`config.mk`:
```
export PLATFORM = sky130hd
export DESIGN_NAME = div_share_arbiter
export DESIGN_NICKNAME = d
export VERILOG_FILES = /design/src/rtl/div_share_arbiter.sv
export SDC_FILE = /design/constraint.sdc
export NUM_CORES = 1
export LEC_CHECK = 0
export BUFFER_PORTS_ARGS = -buffer_cell sky130_fd_sc_hd__buf_2
export CAP_MARGIN = 10
export CORE_ASPECT_RATIO = 0.5
export CORE_MARGIN = 8
export CORE_UTILIZATION = 30
export DETAILED_ROUTE_END_ITERATION = 16
export GPL_TIMING_DRIVEN = 0
export PLACE_DENSITY = 0.53
export SLEW_MARGIN = 40
export SYNTH_ARGS = -nofsm -noshare
export SYNTH_HDL_FRONTEND = slang
export SYNTH_SLANG_ARGS = --single-unit
```
`constraint.sdc`:
```
create_clock -name clk -period 3.5 [get_ports clk]
set_input_delay 0.525 -clock clk [delete_from_list [all_inputs] [get_ports clk]]
set_output_delay 0.525 -clock clk [all_outputs]
set_load 0.005 [all_outputs]
```
`src/rtl/div_share_arbiter.sv`:
```
// div_share_arbiter
// Shares one iterative 32/16 divider among NREQ requesters. A round-robin
// arbiter picks one pending request, its operands are latched and handed to
// the divider, and the quotient/remainder come back tagged with the requester
// index. A zero divisor is answered directly without starting the divider,
// and a watchdog turns a divider that never signals done into an error
// response.
//
// Ports:
//   clk, rst_n        clock, asynchronous active-low reset
//   req_valid/ready   per-requester request handshake (ready is one-hot or 0)
//   req_dividend      packed dividends, slice i = [i*2*WL +: 2*WL]
//   req_divisor       packed divisors,  slice i = [i*WL +: WL]
//   req_unsigned      per-requester mode, 1 = unsigned
//   div_start         one-cycle start pulse to the divider
//   div_dividend/divisor/unsigned  registered operands to the divider
//   div_done/quotient/remainder/overflow  divider result
//   rsp_valid/ready   response handshake
//   rsp_id            index of the requester the response belongs to
//   rsp_quotient/remainder/overflow/err  response payload
//
// state | meaning
// ------+---------------------------------------------------------------
// IDLE  | arbitrate; accept one request
// ISSUE | pulse div_start, clear watchdog
// BUSY  | wait for div_done or watchdog expiry
// RESP  | hold response until rsp_ready
module div_share_arbiter #(
  parameter  int NREQ    = 4,
  parameter  int WL      = 16,
  parameter  int TIMEOUT = 31,
  localparam int IDW     = (NREQ > 1) ? $clog2(NREQ) : 1,
  localparam int WDW     = $clog2(TIMEOUT + 1)
) (
  input  logic                   clk,
  input  logic                   rst_n,
  input  logic [NREQ-1:0]        req_valid,
  output logic [NREQ-1:0]        req_ready,
  input  logic [NREQ*2*WL-1:0]   req_dividend,
  input  logic [NREQ*WL-1:0]     req_divisor,
  input  logic [NREQ-1:0]        req_unsigned,
  output logic                   div_start,
  output logic [2*WL-1:0]        div_dividend,
  output logic [WL-1:0]          div_divisor,
  output logic                   div_unsigned,
  input  logic                   div_done,
  input  logic [WL-1:0]          div_quotient,
  input  logic [WL-1:0]          div_remainder,
  input  logic                   div_overflow,
  output logic                   rsp_valid,
  input  logic                   rsp_ready,
  output logic [IDW-1:0]         rsp_id,
  output logic [WL-1:0]          rsp_quotient,
  output logic [WL-1:0]          rsp_remainder,
  output logic                   rsp_overflow,
  output logic                   rsp_err
);

  typedef enum logic [1:0] {IDLE, ISSUE, BUSY, RESP} state_t;

  state_t            state;
  state_t            state_nxt;
  logic [IDW-1:0]    rr_ptr;
  logic [IDW-1:0]    grant_idx;
  logic [IDW-1:0]    cand;
  logic              grant_found;
  logic              hs;
  logic [WDW-1:0]    wdog;
  logic              wd_expire;
  logic [2*WL-1:0]   sel_dividend;
  logic [WL-1:0]     sel_divisor;
  logic              sel_unsigned;
  logic              sel_zero;

  // (base + off) mod NREQ, with off < NREQ
  function automatic logic [IDW-1:0] wrap_idx(input logic [IDW-1:0] base, input int off);
    int s;
    s = int'(base) + off;
    if (s >= NREQ) s = s - NREQ;
    return s[IDW-1:0];
  endfunction

  // Round-robin search starting at rr_ptr; first valid requester wins.
  always_comb begin
    grant_found = 1'b0;
    grant_idx   = '0;
    cand        = '0;
    for (int k = 0; k < NREQ; k++) begin
      cand = wrap_idx(rr_ptr, k);
      if (!grant_found && req_valid[cand]) begin
        grant_found = 1'b1;
        grant_idx   = cand;
      end
    end
  end

  // req_ready only goes to a requester that is already valid, so a grant in
  // IDLE is the handshake itself.
  assign hs           = (state == IDLE) && grant_found;
  assign sel_dividend = req_dividend[int'(grant_idx)*2*WL +: 2*WL];
  assign sel_divisor  = req_divisor[int'(grant_idx)*WL +: WL];
  assign sel_unsigned = req_unsigned[grant_idx];
  assign sel_zero     = (sel_divisor == '0);
  // wdog counts BUSY cycles from 0; expiring at TIMEOUT-1 makes the error
  // response appear TIMEOUT+1 cycles after div_start.
  assign wd_expire    = (wdog == WDW'(TIMEOUT - 1));

  always_ff @(posedge clk or negedge rst_n) begin
    if (!rst_n) state <= IDLE;
    else        state <= state_nxt;
  end

  always_comb begin
    state_nxt = state;
    req_ready = '0;
    div_start = 1'b0;
    rsp_valid = 1'b0;
    case (state)
      IDLE: begin
        if (hs) begin
          req_ready[grant_idx] = 1'b1;
          state_nxt = sel_zero ? RESP : ISSUE;
        end
      end
      ISSUE: begin
        div_start = 1'b1;
        state_nxt = BUSY;
      end
      BUSY: begin
        if (div_done || wd_expire) state_nxt = RESP;
      end
      RESP: begin
        rsp_valid = 1'b1;
        if (rsp_ready) state_nxt = IDLE;
      end
      default: state_nxt = IDLE;
    endcase
  end

  always_ff @(posedge clk or negedge rst_n) begin
    if (!rst_n) begin
      rr_ptr        <= '0;
      wdog          <= '0;
      div_dividend  <= '0;
      div_divisor   <= '0;
      div_unsigned  <= 1'b0;
      rsp_id        <= '0;
      rsp_quotient  <= '0;
      rsp_remainder <= '0;
      rsp_overflow  <= 1'b0;
      rsp_err       <= 1'b0;
    end else begin
      case (state)
        IDLE: begin
          if (hs) begin
            rsp_id       <= grant_idx;
            div_dividend <= sel_dividend;
            div_divisor  <= sel_divisor;
            div_unsigned <= sel_unsigned;
            rr_ptr       <= (grant_idx == IDW'(NREQ - 1)) ? '0 : grant_idx + IDW'(1);
            if (sel_zero) begin
              rsp_quotient  <= '1;
              rsp_remainder <= sel_dividend[WL-1:0];
              rsp_overflow  <= 1'b1;
              rsp_err       <= 1'b0;
            end
          end
        end
        ISSUE: wdog <= '0;
        BUSY: begin
          wdog <= wdog + WDW'(1);
          if (div_done) begin
            rsp_quotient  <= div_quotient;
            rsp_remainder <= div_remainder;
            rsp_overflow  <= div_overflow;
            rsp_err       <= 1'b0;
          end else if (wd_expire) begin
            rsp_quotient  <= '0;
            rsp_remainder <= '0;
            rsp_overflow  <= 1'b1;
            rsp_err       <= 1'b1;
          end
        end
        default: ;
      endcase
    end
  end

endmodule

```
## Word-level counts from Yosys, hierarchy flattened

Index checks and enable logic that the tools add are counted.

| storage, ports and cells | value |
|---|---|
| flip-flop bits (word level) | 94 |
| bits in latches | 0 |
| memory bits (writable) | 0 |
| bits in read-only memories | 0 |
| input bits | 237 |
| output and inout port bits | 91 |
| word-level logic and storage cells | 111 |
| memories | 0 |

| operators by class | value |
|---|---|
| add/sub/neg operators | 9 |
| $mul | 0 |
| divide/modulo/power cells | 0 |
| magnitude comparators | 10 |
| equal/unequal tests | 10 |
| shift operators | 2 |
| mux-type cells | 53 |
| bitwise logic cells | 0 |
| reductions and logical operators | 16 |

Operator list:

| cell | count |
|---|---|
| indexed part select 128 x 8 -> 32 bit | 1 |
| two-way mux 16 bit | 7 |
| case mux 16 bit (2 select lines) | 2 |
| indexed part select 64 x 7 -> 16 bit | 1 |
| two-way mux 2 bit | 13 |
| two-way mux 1 bit | 19 |
| logical NOT 16 bit | 1 |
| < comparator 2 x 3 -> 1 bit, second input constant | 5 |
| binary-select mux 1 bit (select 2 bit) | 5 |
| case mux 5 bit (2 select lines) | 1 |
| >= comparator 3 bit, second input constant | 3 |
| two-way mux 4 bit | 2 |
| inequality test 2 bit, second input constant | 4 |
| case mux 2 bit (4 select lines) | 1 |
| subtractor 2 x 1 -> 2 bit, second input constant | 4 |
| adder 2 x 2 -> 3 bit, second input constant | 2 |
| equality test 2 bit, second input constant | 3 |
| adder 5 x 1 -> 5 bit, second input constant | 1 |
| equality test 5 bit, second input constant | 1 |
| logical AND 1 bit | 5 |
| case mux 1 bit (2 select lines) | 2 |
| AND reduction 4 bit | 1 |
| nonzero test 2 bit | 2 |
| adder 2 x 1 -> 3 bit, second input constant | 1 |
| other kinds (11) | 13 |

## Longest topological paths before layout

| depth | value |
|---|---|
| depth in word-level cells | 20 |
| gate-level depth with buffers | 12 |
| depth with buffers taken out | 9 |

## Worst setup path before layout

Ideal clock, no wire load.

| timing | value |
|---|---|
| path type | input -> output |
| from | in req_valid[0] |
| to | out req_ready[0] |
| data arrival time | 2352 ps |
| required time | 2975 ps |
| slack | 623 ps |
| cell stages on the path | 10 |
| path buffers | 4 |
| path through | nor3b_1 a221oi_4 inv_4 buf_2 buf_2 buf_1 buf_2 ha_1 inv_1 nor2_1 |

| between the ends | value |
|---|---|
| cells in the longest elaborated chain, start to end | 18 |
| elaborated cells on any way between the ends | 30 |
| those cells by class | order compare (2); mux (20); reduce/logical (8) |

Ends and longest elaborated chain:

| element | line | RTL |
|---|---|---|
| start, declared | 37 | `input logic [NREQ-1:0] req_valid,` |
| binary-select mux 1 bit (select 2 bit) | 90 | `if (!grant_found && req_valid[cand]) begin` |
| two-way mux 1 bit (implied by the code) | 90 |  |
| two-way mux 1 bit | 90 |  |
| logical NOT 1 bit | 90 |  |
| logical AND 1 bit | 90 |  |
| two-way mux 1 bit | 90 |  |
| logical NOT 1 bit | 90 |  |
| logical AND 1 bit | 90 |  |
| (+2 left out) | -- |  |
| logical AND 1 bit | 90 |  |
| two-way mux 2 bit | 90 |  |
| < comparator 2 x 3 -> 1 bit (implied by the code) / >= comparator 2 x 1 -> 1 bit (equally long branches) | 121 | `req_ready[grant_idx] = 1'b1;` |
| logical AND 1 bit (implied by the code) | 121 |  |
| two-way mux 1 bit (implied by the code) | 121 |  |
| demux 1 bit (select 2 bit) | 121 |  |
| two-way mux 4 bit * | 120 | `if (hs) begin` |
| two-way mux 4 bit * | 118 | `case (state)` |
| end, declared | 38 | `output logic [NREQ-1:0] req_ready,` |

Every way passes the cells marked *; elsewhere a longest branch is shown, timed or not. The select of a mux whose other input is x is not followed.

## Final worst setup path

| timing | value |
|---|---|
| from | reg rr_ptr[1] |
| to | reg rsp_quotient[4] |

| between the ends | value |
|---|---|
| cells in the longest elaborated chain, start to end | 18 |
| elaborated cells on any way between the ends | 43 |
| those cells by class | add/sub (7); order compare (4); eq/ne (2); shift (1); mux (20); reduce/logical (9) |

Ends and longest elaborated chain:

| element | line | RTL |
|---|---|---|
| start, declared | 63 | `logic [IDW-1:0] rr_ptr;` |
| start signal, assigned | 160 | `rr_ptr <= (grant_idx == IDW'(NREQ - 1)) ? '0 : grant_idx + IDW'(1);` |
| parallel branches: the longest is 17 deep, another holds adder 2 x 1 -> 3 bit | -- |  |
| AND reduction 4 bit (no source line) * | -- |  |
| end signal, assigned | 173 | `rsp_quotient <= div_quotient;` |
| end, declared | 53 | `output logic [WL-1:0] rsp_quotient,` |

Mark *: on every way between the ends. The select of a mux whose other input is x is not followed.
A chain may end at the register's enable or synchronous reset.

==> PnR_summary.wiki <==
{| class="wikitable"
! Metric !! Value
|-
| Status || completed
|-
| Die Width || 222.5 µm
|-
| Net switching share of the total power || 43.13%
|-
| Vias per std cell || 5.063
|-
| EDFF count, synth || 0
|-
| Num ports || 328
|-
| Number of antenna diodes || 0
|-
| Die footprint || 0.02654 mm²
|-
| Worst path required time || 3740 ps
|-
| Yosys synthesis warning count || 0
|-
| Dominant synthesized flop cell || dfrtp_1
|-
| H-tree Lvls || 3
|-
| Dpl ws || -277.3 ps
|-
| Unique masters post-synth || 41
|-
| Seq cells post-synth || 94
|-
| Pin count of the biggest net entering global routing || 55
|-
| Cell-by-cell trace of the critical path || a21bo_2 -> a221oi_4 -> inv_4 -> buf_4 -> mux2i_1 -> mux2i_1 -> nor4_2 -> nand4_1 -> buf_6 -> buf_6 -> mux2i_1 -> a221o_1
|-
| Core occupancy in the finished layout || 42.15%
|-
| Worst R2R Start || rr_ptr[1]
|-
| Buf+Inv Stages, Crit Path || 4
|-
| GR Overflow Total || 0
|-
| Cell depth of the worst flop-to-flop path || 12
|-
| Worst Hold Class || primary input to async pin
|-
| Most common cell in the netlist || nand2_1
|-
| Standard-cell row count || 37
|-
| Pins Over Slew Limit || 0
|-
| Die extent in y || 119.3 µm
|-
| Vias || 6567
|-
| Worst setup slack after layout || 181.6 ps
|-
| Antenna violations before repair || 0
|-
| Total clock sinks || 94
|-
| Post-detailed-placement half-perimeter wirelength || 20380 µm
|-
| Peak per-stage delay on the critical path || 460 ps
|-
| Final hold violations || 0
|-
| Remaining DRCs || 0
|-
| Clock group share of total power || 13.3%
|-
| Placer's final routability congestion estimate || 0.8590
|-
| Number of buffers inserted by port buffering || 326
|-
| Post-detailed-route count of antenna-violating nets || 0
|-
| Non-Filler Instances || 1297
|-
| Total global routing track utilization || 18.56%
|-
| Setup skew after layout || 7.983 ps
|-
| Via count of the first global-routing pass || 6909
|-
| Number of violations of the max-capacitance limit || 0
|-
| Gate power share || 59.2%
|-
| Aggregate routed wire length || 25370 µm
|-
| VDD IR max || 247.4 µV
|-
| Global-route wire length before repair || 39310 µm
|-
| Core area || 0.02074 mm²
|-
| Top post-synthesis cells by area || dfrtp_1, mux2i_1, nand2_1
|-
| Slowest-stage cell, CP || dfrtp_1
|-
| CP Capture Type || flop
|-
| Flop2flop setup slack || 180 ps
|-
| Sequential Power Share || 27.4%
|-
| Area after detailed placement || 0.008409 mm²
|-
| Layout Cell Area excl Fill || 0.008741 mm²
|-
| Number of buffers added by the clock tree synthesis step || 9
|-
| Detailed Routing Iterations Pass 1 || 5
|-
| Library cell appearing most often on the critical path || mux2i_1
|-
| Net Count, Synth || 931
|-
| Fraction of synthesis flops using an asynchronous set or reset pin || 100.0%
|-
| Gate count of the mapped netlist || 684
|-
| Detailed Route Iter0 Violations || 422
|-
| Static power due to leakage || 4.934 nW
|-
| Area added between synthesis and finish || 36.61%
|-
| Net load switching power || 3.143 mW
|-
| Final cycle utilization of the critical path || 94.81%
|-
| Power per cell area || 833.8 mW/mm²
|-
| Design Power || 7.288 mW
|-
| Portion of the post-synthesis area used by sequential elements || 36.76%
|-
| TritonCTS clock tree || built
|-
| Critical Path AT || 3560 ps
|-
| Synth top area share || 36.76%
|-
| Synth Area per Inst || 9.355 µm²
|-
| Initial Util || 30.85%
|-
| Top fanout value on the critical path || 10
|-
| Number of nets in the finished design || 1267
|-
| Commonest cells in the synthesized netlist || nand2_1, mux2i_1, dfrtp_1
|-
| Peak Freq || 301.4 MHz
|-
| Clock-pin slew on the worst setup and hold paths || 60 ps
|-
| Launching element type of the critical path || flop
|-
| Worst-Margin Slew || 627.6 ps
|-
| Finish-stage setup viols || 0
|-
| Worst-case headroom to the max-slew limit || 58.01%
|-
| Worst-case clock buffer depth || 2
|-
| Proportion of layout cells with a drive suffix above 1 || 39.55%
|-
| Internal || 4.145 mW
|-
| Area of the mapped netlist || 0.006399 mm²
|-
| CTS Root Buffer Type || clkbuf_16
|-
| Setup repair after global routing missed its margin || false
|-
| Path length in cells of the critical path || 12
|-
| CP startpoint || rr_ptr[1]
|-
| Cell taking the most area after synthesis || dfrtp_1
|-
| Kind of cell adding the most delay to the critical path || compound AO/OA/AOI/OAI gates
|-
| Routed len/inst || 19.56 µm
|-
| Later-pin clock latency in the skew report || 360 ps
|-
| Final critical-path required period || 3318 ps
|-
| Cell count after placement || 1284
|-
| CP Class || flop to flop
|}
==> per-stage QoR <==
stage / setup TNS (ps) / hold WS (ps)
after floorplan: 0 / 229.4
after global placement: -7168 / 458.1
after detailed placement: -6547 / 447.3
after CTS: 0 / 40.63
after global routing: 0 / 55.26
final: 0 / 47.88
==> power by group through the flow <==
stage	logic (mW)	clock network, mW	registers, mW
after floorplan	2.70	0	2.01
after global placement	4.26	0	1.99
after detailed placement	4.35	0	2.01
after CTS	4.37	1.02	2.00
after global routing	4.76	1.05	2.07
final	4.32	0.972	2.00
==> registers in the layout, summed over array words and instances (netlist names) <==
signal,cells
rsp_overflow,1
rsp_remainder,16
div_dividend,32
rsp_id,2
rr_ptr,2
wdog,5
rsp_err,1
state,2
div_unsigned,1
rsp_quotient,16
div_divisor,16
==> kinds of logic after synthesis <==
kind of cell / count (synthesis) / synth area share, %
buffers and inverters: 75 / 5.299
AND/OR/NAND/NOR: 230 / 15.25
multiplexers: 158 / 25.36
flip-flops: 94 / 36.76
AO/OA/AOI/OAI: 117 / 15.37
adder cells (fa/ha/maj): 10 / 1.955
==> cell usage in the layout (no fill, tap or decap), types with 2 or more instances in the layout <==
cell type,Yosys,routed
a21o_1,18,18
a21oi_1,7,7
a221o_1,32,32
a221oi_1,2,2
a22o_1,18,18
a311oi_1,17,17
and3_1,19,19
buf_1,6,4
buf_2,8,331
buf_4,2,5
buf_6,5,6
clkbuf_1,36,31
clkbuf_16,0,9
clkbuf_2,0,3
clkbuf_8,0,3
clkinv_2,0,2
dfrtp_1,94,94
ha_1,10,10
inv_1,17,16
mux2_1,2,2
mux2_2,31,31
mux2i_1,125,124
nand2_1,179,179
nand2b_1,3,3
nand3_1,5,5
nand4_1,2,2
nor2_1,9,8
nor3b_1,3,2
nor4_1,6,3
nor4_2,0,3
o21ai_0,12,12
o22ai_1,2,2
==> timing repair <==
action	CTS	global route
cloned	0	0
gates resized for setup	7	10
setup buffers	0	1
hold buffers	0	0
pin swaps	0	3
endpoints found under the setup margin	5	32
==> layer usage <==
layer  wire length, µm  share of wire (%)  track usage (%)
met2             13000                 51            32.97
met4               463                1.8            5.158
met3              1305                5.1            4.849
met5                 0                  0                0
met1             10600                 42            22.04
==> worst paths after layout <==
| path | to |
|---|---|
| max in group asynchronous | div_dividend[9] |
| setup / recovery | rsp_quotient[4] |
| hold / removal | div_divisor[12] |
| setup reg to reg | rsp_quotient[4] |
| hold reg to reg | div_dividend[25] |
| min in group clk | div_dividend[25] |
==> cell type report <==
type / instances / area (µm²)
Tap cell: 273 / 341.6
Multi-Input combinational cell: 515 / 3737
Inverter: 18 / 73.82
Timing Repair Buffer: 329 / 1682
Fill cell: 2157 / 12000
Clock inverter: 3 / 18.77
Clock buffer: 12 / 266.5
Sequential cell: 94 / 2352
Buffer: 53 / 269.0
(Power assumes the default switching activity.)
